## src/rtl/mem_arbiter_pkg.sv

```systemverilog
// Shared definitions for the memory-port arbiter: FSM encodings, requester
// indices and the read value returned when an access times out.
package mem_arbiter_pkg;

  typedef enum logic [1:0] {
    ST_IDLE   = 2'd0,
    ST_ACCESS = 2'd1,
    ST_RESP   = 2'd2
  } state_t;

  localparam int REQ_FETCH = 0;
  localparam int REQ_DATA  = 1;
  localparam int REQ_DEBUG = 2;

  localparam logic [7:0] ERR_RDATA = 8'hFF;
  localparam int         CNT_W     = 8;

endpackage

```

## src/rtl/mem_arbiter_rr_pick.sv

```systemverilog
// Combinational round-robin selector: first set request at or above ptr,
// wrapping modulo N. Reusable for any shared resource.
module rr_pick #(
  parameter int N     = 3,
  parameter int PTR_W = (N > 1) ? $clog2(N) : 1
) (
  input  logic [N-1:0]     req,
  input  logic [PTR_W-1:0] ptr,
  output logic [N-1:0]     onehot,
  output logic [PTR_W-1:0] index
);

  int   w_j;
  logic w_found;

  always_comb begin
    onehot  = '0;
    index   = '0;
    w_found = 1'b0;
    w_j     = 0;
    for (int k = 0; k < N; k++) begin
      w_j = int'(ptr) + k;
      if (w_j >= N) w_j = w_j - N;
      if (!w_found && req[w_j]) begin
        w_found     = 1'b1;
        onehot[w_j] = 1'b1;
        index       = PTR_W'(w_j);
      end
    end
  end

endmodule

```

## src/rtl/mem_arbiter.sv

```systemverilog
// Round-robin arbiter sharing one 8-bit memory port between NUM_REQ
// requesters, one outstanding access, with a timeout on mem_ready.
module mem_arbiter
  import mem_arbiter_pkg::*;
#(
  parameter int NUM_REQ = 3,
  parameter int ADDR_W  = 8,
  parameter int TIMEOUT = 15
) (
  input  logic                      clk,
  input  logic                      rst_n,
  input  logic [NUM_REQ-1:0]        req,
  input  logic [NUM_REQ-1:0]        we,
  input  logic [NUM_REQ*ADDR_W-1:0] addr,
  input  logic [NUM_REQ*8-1:0]      wdata,
  output logic [NUM_REQ-1:0]        gnt,
  output logic [NUM_REQ-1:0]        ack,
  output logic [7:0]                rdata,
  output logic                      err,
  output logic                      busy,
  output logic                      mem_cs,
  output logic                      mem_we,
  output logic [ADDR_W-1:0]         mem_addr,
  output logic [7:0]                mem_wdata,
  input  logic [7:0]                mem_rdata,
  input  logic                      mem_ready
);

  localparam int PTR_W = (NUM_REQ > 1) ? $clog2(NUM_REQ) : 1;

  state_t             r_state, w_state_next;
  logic [PTR_W-1:0]   r_ptr, w_ptr_next;
  logic [PTR_W-1:0]   r_idx, w_idx_next;
  logic [NUM_REQ-1:0] r_gnt, w_gnt_next;
  logic [NUM_REQ-1:0] r_ack, w_ack_next;
  logic               r_err, w_err_next;
  logic [7:0]         r_rdata, w_rdata_next;
  logic [CNT_W-1:0]   r_cnt, w_cnt_next;
  logic               r_mem_we, w_mem_we_next;
  logic [ADDR_W-1:0]  r_mem_addr, w_mem_addr_next;
  logic [7:0]         r_mem_wdata, w_mem_wdata_next;

  logic [NUM_REQ-1:0] w_pick_onehot;
  logic [PTR_W-1:0]   w_pick_idx;

  rr_pick #(.N(NUM_REQ), .PTR_W(PTR_W)) u_rr_pick (
    .req    (req),
    .ptr    (r_ptr),
    .onehot (w_pick_onehot),
    .index  (w_pick_idx)
  );

  always_ff @(posedge clk or negedge rst_n) begin
    if (!rst_n) begin
      r_state     <= ST_IDLE;
      r_ptr       <= '0;
      r_idx       <= '0;
      r_gnt       <= '0;
      r_ack       <= '0;
      r_err       <= 1'b0;
      r_rdata     <= '0;
      r_cnt       <= '0;
      r_mem_we    <= 1'b0;
      r_mem_addr  <= '0;
      r_mem_wdata <= '0;
    end else begin
      r_state     <= w_state_next;
      r_ptr       <= w_ptr_next;
      r_idx       <= w_idx_next;
      r_gnt       <= w_gnt_next;
      r_ack       <= w_ack_next;
      r_err       <= w_err_next;
      r_rdata     <= w_rdata_next;
      r_cnt       <= w_cnt_next;
      r_mem_we    <= w_mem_we_next;
      r_mem_addr  <= w_mem_addr_next;
      r_mem_wdata <= w_mem_wdata_next;
    end
  end

  always_comb begin
    w_state_next     = r_state;
    w_ptr_next       = r_ptr;
    w_idx_next       = r_idx;
    w_gnt_next       = r_gnt;
    w_ack_next       = '0;
    w_err_next       = 1'b0;
    w_rdata_next     = r_rdata;
    w_cnt_next       = r_cnt;
    w_mem_we_next    = r_mem_we;
    w_mem_addr_next  = r_mem_addr;
    w_mem_wdata_next = r_mem_wdata;
    case (r_state)
      ST_IDLE: begin
        if (|req) begin
          w_gnt_next       = w_pick_onehot;
          w_idx_next       = w_pick_idx;
          w_mem_we_next    = we[w_pick_idx];
          w_mem_addr_next  = addr[w_pick_idx*ADDR_W +: ADDR_W];
          w_mem_wdata_next = wdata[w_pick_idx*8 +: 8];
          w_cnt_next       = '0;
          w_state_next     = ST_ACCESS;
        end
      end
      ST_ACCESS: begin
        w_cnt_next = r_cnt + 1'b1;
        // mem_ready takes priority over a coincident timeout
        if (mem_ready) begin
          if (!r_mem_we) w_rdata_next = mem_rdata;
          w_ack_next   = r_gnt;
          w_state_next = ST_RESP;
        end else if (r_cnt == CNT_W'(TIMEOUT - 1)) begin
          if (!r_mem_we) w_rdata_next = ERR_RDATA;
          w_ack_next   = r_gnt;
          w_err_next   = 1'b1;
          w_state_next = ST_RESP;
        end
      end
      ST_RESP: begin
        w_ptr_next   = (r_idx == PTR_W'(NUM_REQ - 1)) ? '0 : r_idx + 1'b1;
        w_gnt_next   = '0;
        w_state_next = ST_IDLE;
      end
      default: w_state_next = ST_IDLE;
    endcase
  end

  assign gnt       = r_gnt;
  assign ack       = r_ack;
  assign err       = r_err;
  assign rdata     = r_rdata;
  assign busy      = (r_state != ST_IDLE);
  assign mem_cs    = (r_state == ST_ACCESS);
  assign mem_we    = r_mem_we;
  assign mem_addr  = r_mem_addr;
  assign mem_wdata = r_mem_wdata;

endmodule
```

## config.mk

```make
export PLATFORM = sky130hd
export DESIGN_NAME = mem_arbiter
export DESIGN_NICKNAME = d
export VERILOG_FILES = /design/src/rtl/mem_arbiter_pkg.sv /design/src/rtl/mem_arbiter_rr_pick.sv /design/src/rtl/mem_arbiter.sv
export SDC_FILE = /design/constraint.sdc
export NUM_CORES = 1
export LEC_CHECK = 0
export CORE_MARGIN = 5
export CORE_UTILIZATION = 45
export CTS_BUF_LIST = sky130_fd_sc_hd__clkbuf_4
export DETAILED_ROUTE_END_ITERATION = 12
export PLACE_DENSITY = 0.82
export SLEW_MARGIN = 10
export SYNTH_ARGS = -nofsm -noshare
export SYNTH_HDL_FRONTEND = slang
export SYNTH_SLANG_ARGS = --single-unit
```

## constraint.sdc

```tcl
create_clock -name clk -period 2.6 [get_ports clk]
set_input_delay 0.65 -clock clk [delete_from_list [all_inputs] [get_ports clk]]
set_output_delay 0.65 -clock clk [all_outputs]
set_load 0.01 [all_outputs]
```

==> results.md, run 1 <==
* Count of fill cells added during filler insertion at 450
* Via count of the first global-routing pass at 2516
* Cell Pwr Density at 1120 nW/µm²
* Clock transition at path regs at about 0.15 ns
* Top-count cell post-synth: dfrtp_1
* Ratio of routed vias to standard cells at between 5 and 6
* Clock Latency Late Sink at 0.36 ns
* Count of pins on the block boundary at around 100
* Post-synthesis sequential element count at 46
* Post-DP HPWL at around 5400 µm
* Fraction of final layout cells with drive strength greater than 1 at approximately 11%
* Number of antenna diodes at 0
* Most instantiated cells after synthesis: dfrtp_1 (46), o21ai_0 (27), a21oi_1 (26)
* Largest net degree at the start of global routing at between 40 and 50
* Area added between synthesis and finish at 44.9%
* Required time reported for the critical path endpoint at slightly below 2 ns
* Hold Vio Cnt, Final at 0
* Maximum clock insertion buffer count at 2
* Netlist area before placement at 2580 µm²
* IR drop worst, VDD at between 0.0005 and 0.0006 V
* Ratio of final minimum period to clock period at between 80 and 90%
* Mux share of post-synthesis cell area at under 10%
* Total negative slack at 0 ns
* Die Y-Extent at 85.7 µm
* Count of buffers added by post-CTS timing repair for setup at 0
* Avg WL per Cell at approximately 16 µm
* Die width at ~86 µm
* Share of the synthesized area in compound gates (AO/OA/AOI/OAI) at 22.6%
* Sequential cell area fraction in the yosys report at around 45%
* Arrival time worst endpoint at 1.67 ns
* Final Max Tran Viols at 0
* Num CTS Buffers at 5
* Max-slew headroom at between 50% and 60%
* Clock tree from TritonCTS: done
* CTS Hold Bufs at 0
* Worst flop-to-flop path startpoint: r_ptr[1]
* Slew at the pin closest to its max-slew limit at slightly below 0.7 ns
* Clock Tree Root: clkbuf_4
* Gp weighted congestion at roughly 0.91
* Setup clock skew after layout at approximately 0.0090 ns
* Leakage at between 1.5 and 2 nW
* Count of yosys warnings during synthesis at 0
* Cell type with the largest total area after synthesis: dfrtp_1
* Syn nets at ~340
* Async SR Flop Fraction at 100%
* First-pass detailed-route iteration total at 4
* Core outline area at 5540 µm²
* # setup viols final at 0
* Path class of the lowest-slack min-delay path: in -> async
* Post-cts resize count at 0
* CP Launch Point: r_state[1]
* Sinks on Clock Net at 46
* Standard-cell rows at 27
* Die outline area at between 7000 and 8000 µm²
* Final ANT Viol Nets at 0
* First-pass GRT wire length at 11800 µm
* Leading cell types by total area after synthesis: dfrtp_1 (45%), mux2i_1 (7.8%), o21ai_0 (5.2%)
* Number of vias after detailed routing at around 2500
* Initial detailed-routing violation count at roughly 100
* Clock period minus worst slack at about 2.3 ns
* Worst Path Max Fanout at 5
* Synth Instances at about 270
* Synthesized-area fraction occupied by and/or/nand/nor cells at approximately 15%
* Yosys top cell area share at 44.6%
* Post-synth EDFFs at 0
* RSZ-0062 raised after global routing: no
* Antenna violations before repair at 0
* Setup crit start kind: register
* Library cells used by synthesis at between 40 and 50
* Crit path kind: reg -> out
* Commonest register cell after synthesis: dfrtp_1
* Xor/xnor cell area share of the yosys netlist at less than 1%
* Port buffer count at between 90 and 100
* Number of max-cap violations at 0
* Critical path endpoint category: primary output
* Final wirelength at approximately 7000 µm
* Drt drc at 0
* Global route overflow at 0
* Combinational family with the most area after synthesis: compound AO/OA/AOI/OAI gates
* Adder and majority cell fraction of the synthesized area at roughly 2.9%
* Outcome: complete, no violations
* Total design power at 4.20 mW
* Total track usage at about a fifth
* Count of nets after finishing at between 400 and 500
* Effective utilization at floorplan at 46.6%
* FMAX at 0.431 GHz
* Avg Synthesized Cell Area at 9.52 µm²
* Number of H-tree levels at 2
cell families (layout without fill, tap and decap cells):
| kind of cell | count (synthesis) | after routing |
|---|---|---|
| compound gates | 88 | 88 |
| simple gates | 74 | 74 |
| flops | 46 | 46 |
| buf+inv | 35 | 134 |
| mux | 20 | 20 |
| fa+ha+maj | 6 | 6 |
| xor+xnor | 2 | 2 |
critical path, cell delays in order (launching register included):
cell and delay [ns]:
dfrtp_1 0.42, nand2b_1 0.17, inv_1 0.15, clkdlybuf4s50_1 0.57
power by group:
part | internal [mW] | total (mW) | leakage (nW) | switching, mW
combinational | 1.26 | 2.54 | 1.03 | 1.28
sequential | 1.01 | 1.20 | 0.565 | 0.189
clock | 0.209 | 0.460 | 0.0433 | 0.251
total | 2.48 | 4.20 | 1.64 | 1.72
cell type report:
class / instances / area (µm²) / area share (%)
clock buffer: 5 / 37.5 / 1.00
clock inverter: 3 / 48.8 / 1.31
inverter: 16 / 60.1 / 1.61
multi-input combinational: 190 / 1260 / 33.7
sequential: 46 / 1150 / 30.8
tap: 72 / 90.1 / 2.41
timing repair buffer: 110 / 1090 / 29.2
layout by cell type (no fill, tap or decap), drive strengths merged, types with 2 or more instances in the layout:
cell,synthesis,final
buf,10,13
nand3,13,13
and2,3,3
nand2,10,10
a221oi,2,2
nand3b,2,2
or2,3,3
a21o,2,2
ha,6,6
xor2,2,2
o311a,2,2
nor2,25,25
inv,16,17
clkdlybuf4s50,0,97
o22ai,18,18
mux2i,20,20
a211oi,2,2
o31ai,2,2
clkbuf,9,5
nor3,4,4
o21ai,28,28
and3,3,3
nand2b,6,6
dfrtp,46,46
a21oi,26,26
routing by layer:
layer	up-vias	global-route usage [%]	part of all wire [%]
met5	-	0	0
met3	14	5.09	6.4
met1	1196	23.9	40
met4	0	7.91	2.1
met2	96	34.0	51
li1	1163	-	-
registers in the layout, summed over array words and instances (netlist names):
register,flops
ack,3
err,1
gnt,3
mem_addr,8
mem_wdata,8
mem_we,1
r_cnt,8
r_idx,2
r_ptr,2
r_state,2
rdata,8
per-stage QoR:
step | utilization (%) | instance area [µm²] | hold slack, ns | worst slack [ns] | std cells
after floorplan | - | 2580 | 0.354 | 0.516 | 271
after global placement | 65.9 | 3650 | 0.459 | 0.100 | 434
after detailed placement | 65.9 | 3650 | 0.465 | 0.0237 | 434
after CTS | 67.5 | 3740 | 0.356 | 0.254 | 442
after global routing | 67.5 | 3740 | 0.379 | 0.156 | 442
final | 67.5 | 3740 | 0.345 | 0.278 | 442
path summary, 6_finish.rpt:
check	end	slack [ns]	depth (start not counted)
setup / recovery	mem_cs	0.28	3
hold / removal	rdata[4]	0.34	2
setup reg to reg	mem_wdata[6]	0.28	8
hold reg to reg	r_ptr[0]	0.48	1
max in group asynchronous	mem_addr[3]	1.84	2
min in group clk	r_ptr[0]	0.48	1
(Power assumes the default switching activity.)
==> run 2, diff against run 1 <==
--- a/config.mk
+++ b/config.mk
@@ -5,6 +5,7 @@
 export SDC_FILE = /design/constraint.sdc
 export NUM_CORES = 1
 export LEC_CHECK = 0
+export CORE_ASPECT_RATIO = 0.6
 export CORE_MARGIN = 5
 export CORE_UTILIZATION = 45
 export CTS_BUF_LIST = sky130_fd_sc_hd__clkbuf_4
==> results.md, run 2 (synthesized netlist as in run 1, its figures left out) <==
* Outcome: complete, no violations (unchanged)
* Initial detailed-routing violation count at 202 (was 103)
* Via count of the first global-routing pass at 2351 (was 2516)
* Total negative slack at 0 ns (unchanged)
* Highest-count cells in the layout ignoring fill and taps: clkdlybuf4s50_1 (97), dfrtp_1 (46), o21ai_0 (27) (unchanged)
* Setup slack after placement at 0.0208 ns (was 0.0237 ns)
* Count of nets after finishing at 441 (was 440)
* Final wirelength at 7490 µm (was 7080 µm)
* Port buffer count at 98 (unchanged)
* Gp weighted congestion at 0.963 (was 0.905)
* Worst R2R Path Depth at 7 (was 8)
* Clock tree from TritonCTS: done (unchanged)
* IR drop worst, VDD at 0.000488 V (was 0.000583 V)
* Max-slew headroom at 67.8% (was 54.2%)
* Sinks on Clock Net at 46 (unchanged)
* Most frequent standard cell in the layout excluding fill and tap cells: clkdlybuf4s50_1 (unchanged)
* Arrival time worst endpoint at 1.78 ns (was 1.67 ns)
* Ratio of routed vias to standard cells at 5.43 (was 5.59)
* Effective utilization at floorplan at 46.3% (was 46.6%)
* Worst flop-to-flop path startpoint: r_ptr[0] (was r_ptr[1])
* Fin worst setup slack at 0.171 ns (was 0.278 ns)
* Fraction of final layout cells with drive strength greater than 1 at 11.6% (was 10.8%)
* Clock period minus worst slack at 2.43 ns (was 2.32 ns)
* Post-DP HPWL at 5820 µm (was 5360 µm)
* Final ANT Viol Nets at 0 (unchanged)
* Standard-cell rows at 21 (was 27)
* Worst Path Max Fanout at 13 (was 5)
* Antenna violations before repair at 1 (was 0)
* RSZ-0062 raised after global routing: no (unchanged)
* Clock Tree Root: clkbuf_4 (unchanged)
* Num CTS Buffers at 5 (unchanged)
* Clock transition at path regs at 0.14 ns (was 0.15 ns)
* Avg WL per Cell at 16.6 µm (was 16.0 µm)
* Leakage at 1.64 nW (about the same)
* Setup crit start kind: register (unchanged)
* Internal reg-to-reg setup slack at 0.25 ns (was 0.28 ns)
* First-pass GRT wire length at 11800 µm (about the same)
* Slew at the pin closest to its max-slew limit at 0.478 ns (was 0.683 ns)
* Ratio of final minimum period to clock period at 93.4% (was 89.3%)
* Die Y-Extent at 68.7 µm (was 85.7 µm)
* Die outline area at 7400 µm² (was 7350 µm²)
* Setup clock skew after layout at 0.0133 ns (was 0.00900 ns)
* Path class of the lowest-slack min-delay path: in -> async (unchanged)
* Count of pins on the block boundary at 99 (unchanged)
* Area added between synthesis and finish at 45.6% (was 44.9%)
* Largest net degree at the start of global routing at 19 (was 47)
* Final Max Tran Viols at 0 (unchanged)
* Clock Latency Late Sink at 0.36 ns (about the same)
* Core outline area at 5570 µm² (was 5540 µm²)
* Cell Pwr Density at 1120 nW/µm² (about the same)
* Top Usage Layer GRT: met2 (unchanged)
* Die width at 108 µm (was 85.7 µm)
* CTS Hold Bufs at 0 (unchanged)
* Critical path endpoint category: primary output (unchanged)
* Crit path kind: reg -> out (unchanged)
* Number of H-tree levels at 2 (unchanged)
* Met3 usage in global routing at 6.23% (was 5.09%)
* Global-route track usage on met2 at 30.7% (was 34.0%)
* GR Util met1 at 29.2% (was 23.9%)
* Total track usage at 20.3% (was 19.9%)
* Reg2Reg Capture Point: gnt[0] (was mem_wdata[6])
* Drt drc at 0 (unchanged)
* # setup viols final at 0 (unchanged)
* Global route overflow at 0 (unchanged)
* Number of vias after detailed routing at 2456 (was 2469)
* Number of max-cap violations at 0 (unchanged)
* Post-cts resize count at 1 (was 0)
* Hold Vio Cnt, Final at 0 (unchanged)
* Required time reported for the critical path endpoint at 1.95 ns (about the same)
* FMAX at 0.412 GHz (was 0.431 GHz)
* Maximum clock insertion buffer count at 2 (unchanged)
* First-pass detailed-route iteration total at 4 (unchanged)
* Count of buffers added by post-CTS timing repair for setup at 0 (unchanged)
[run 2: power by group]
group          switching (mW)  total (mW)  internal (mW)
Clock                   0.232       0.445          0.213
Combinational            1.28        2.54           1.26
Sequential              0.202        1.22           1.01
Total                    1.71        4.20           2.49
[run 2: layer usage]
metal	wire, µm	share of wire, %	vias to the layer above
met3	817	11	5
met2	3110	42	136
li1	-	-	1166
met5	0	0	-
met1	3520	47	1149
met4	46	0.61	0
[run 2: worst max path at each step]
stage,start,end
2_1_floorplan,r_ptr[0],gnt[0]
5_1_grt,r_state[1],mem_cs
3_3_place_gp,req[0],gnt[0]
4_1_cts,r_state[1],mem_cs
3_5_place_dp,req[0],mem_wdata[0]
6_report,r_state[1],mem_cs
[run 2: critical path, stage by stage (launching register included)]
cell and delay [ns]:
dfrtp_1 0.42, nand2b_2 0.30, inv_2 0.15, clkdlybuf4s50_1 0.55
[run 2: final cells by class]
class | count | area, µm²
tap | 80 | 100
multi-input combinational | 190 | 1260
antenna | 1 | 2.50
sequential | 46 | 1150
clock buffer | 6 | 45.0
inverter | 16 | 60.1
clock inverter | 2 | 37.5
timing repair buffer | 111 | 1100
fill | 458 | 1810
[run 2: stage by stage]
stage	instances	total power, mW	cell area, µm²	hold slack (ns)	utilization [%]
final	452	4.20	3760	0.204	67.4
after global routing	452	4.52	3760	0.208	67.4
after CTS	451	4.22	3750	0.200	67.3
after detailed placement	443	3.76	3670	0.491	65.9
after global placement	443	3.71	3670	0.477	65.9
after floorplan	271	2.77	2580	0.354	-
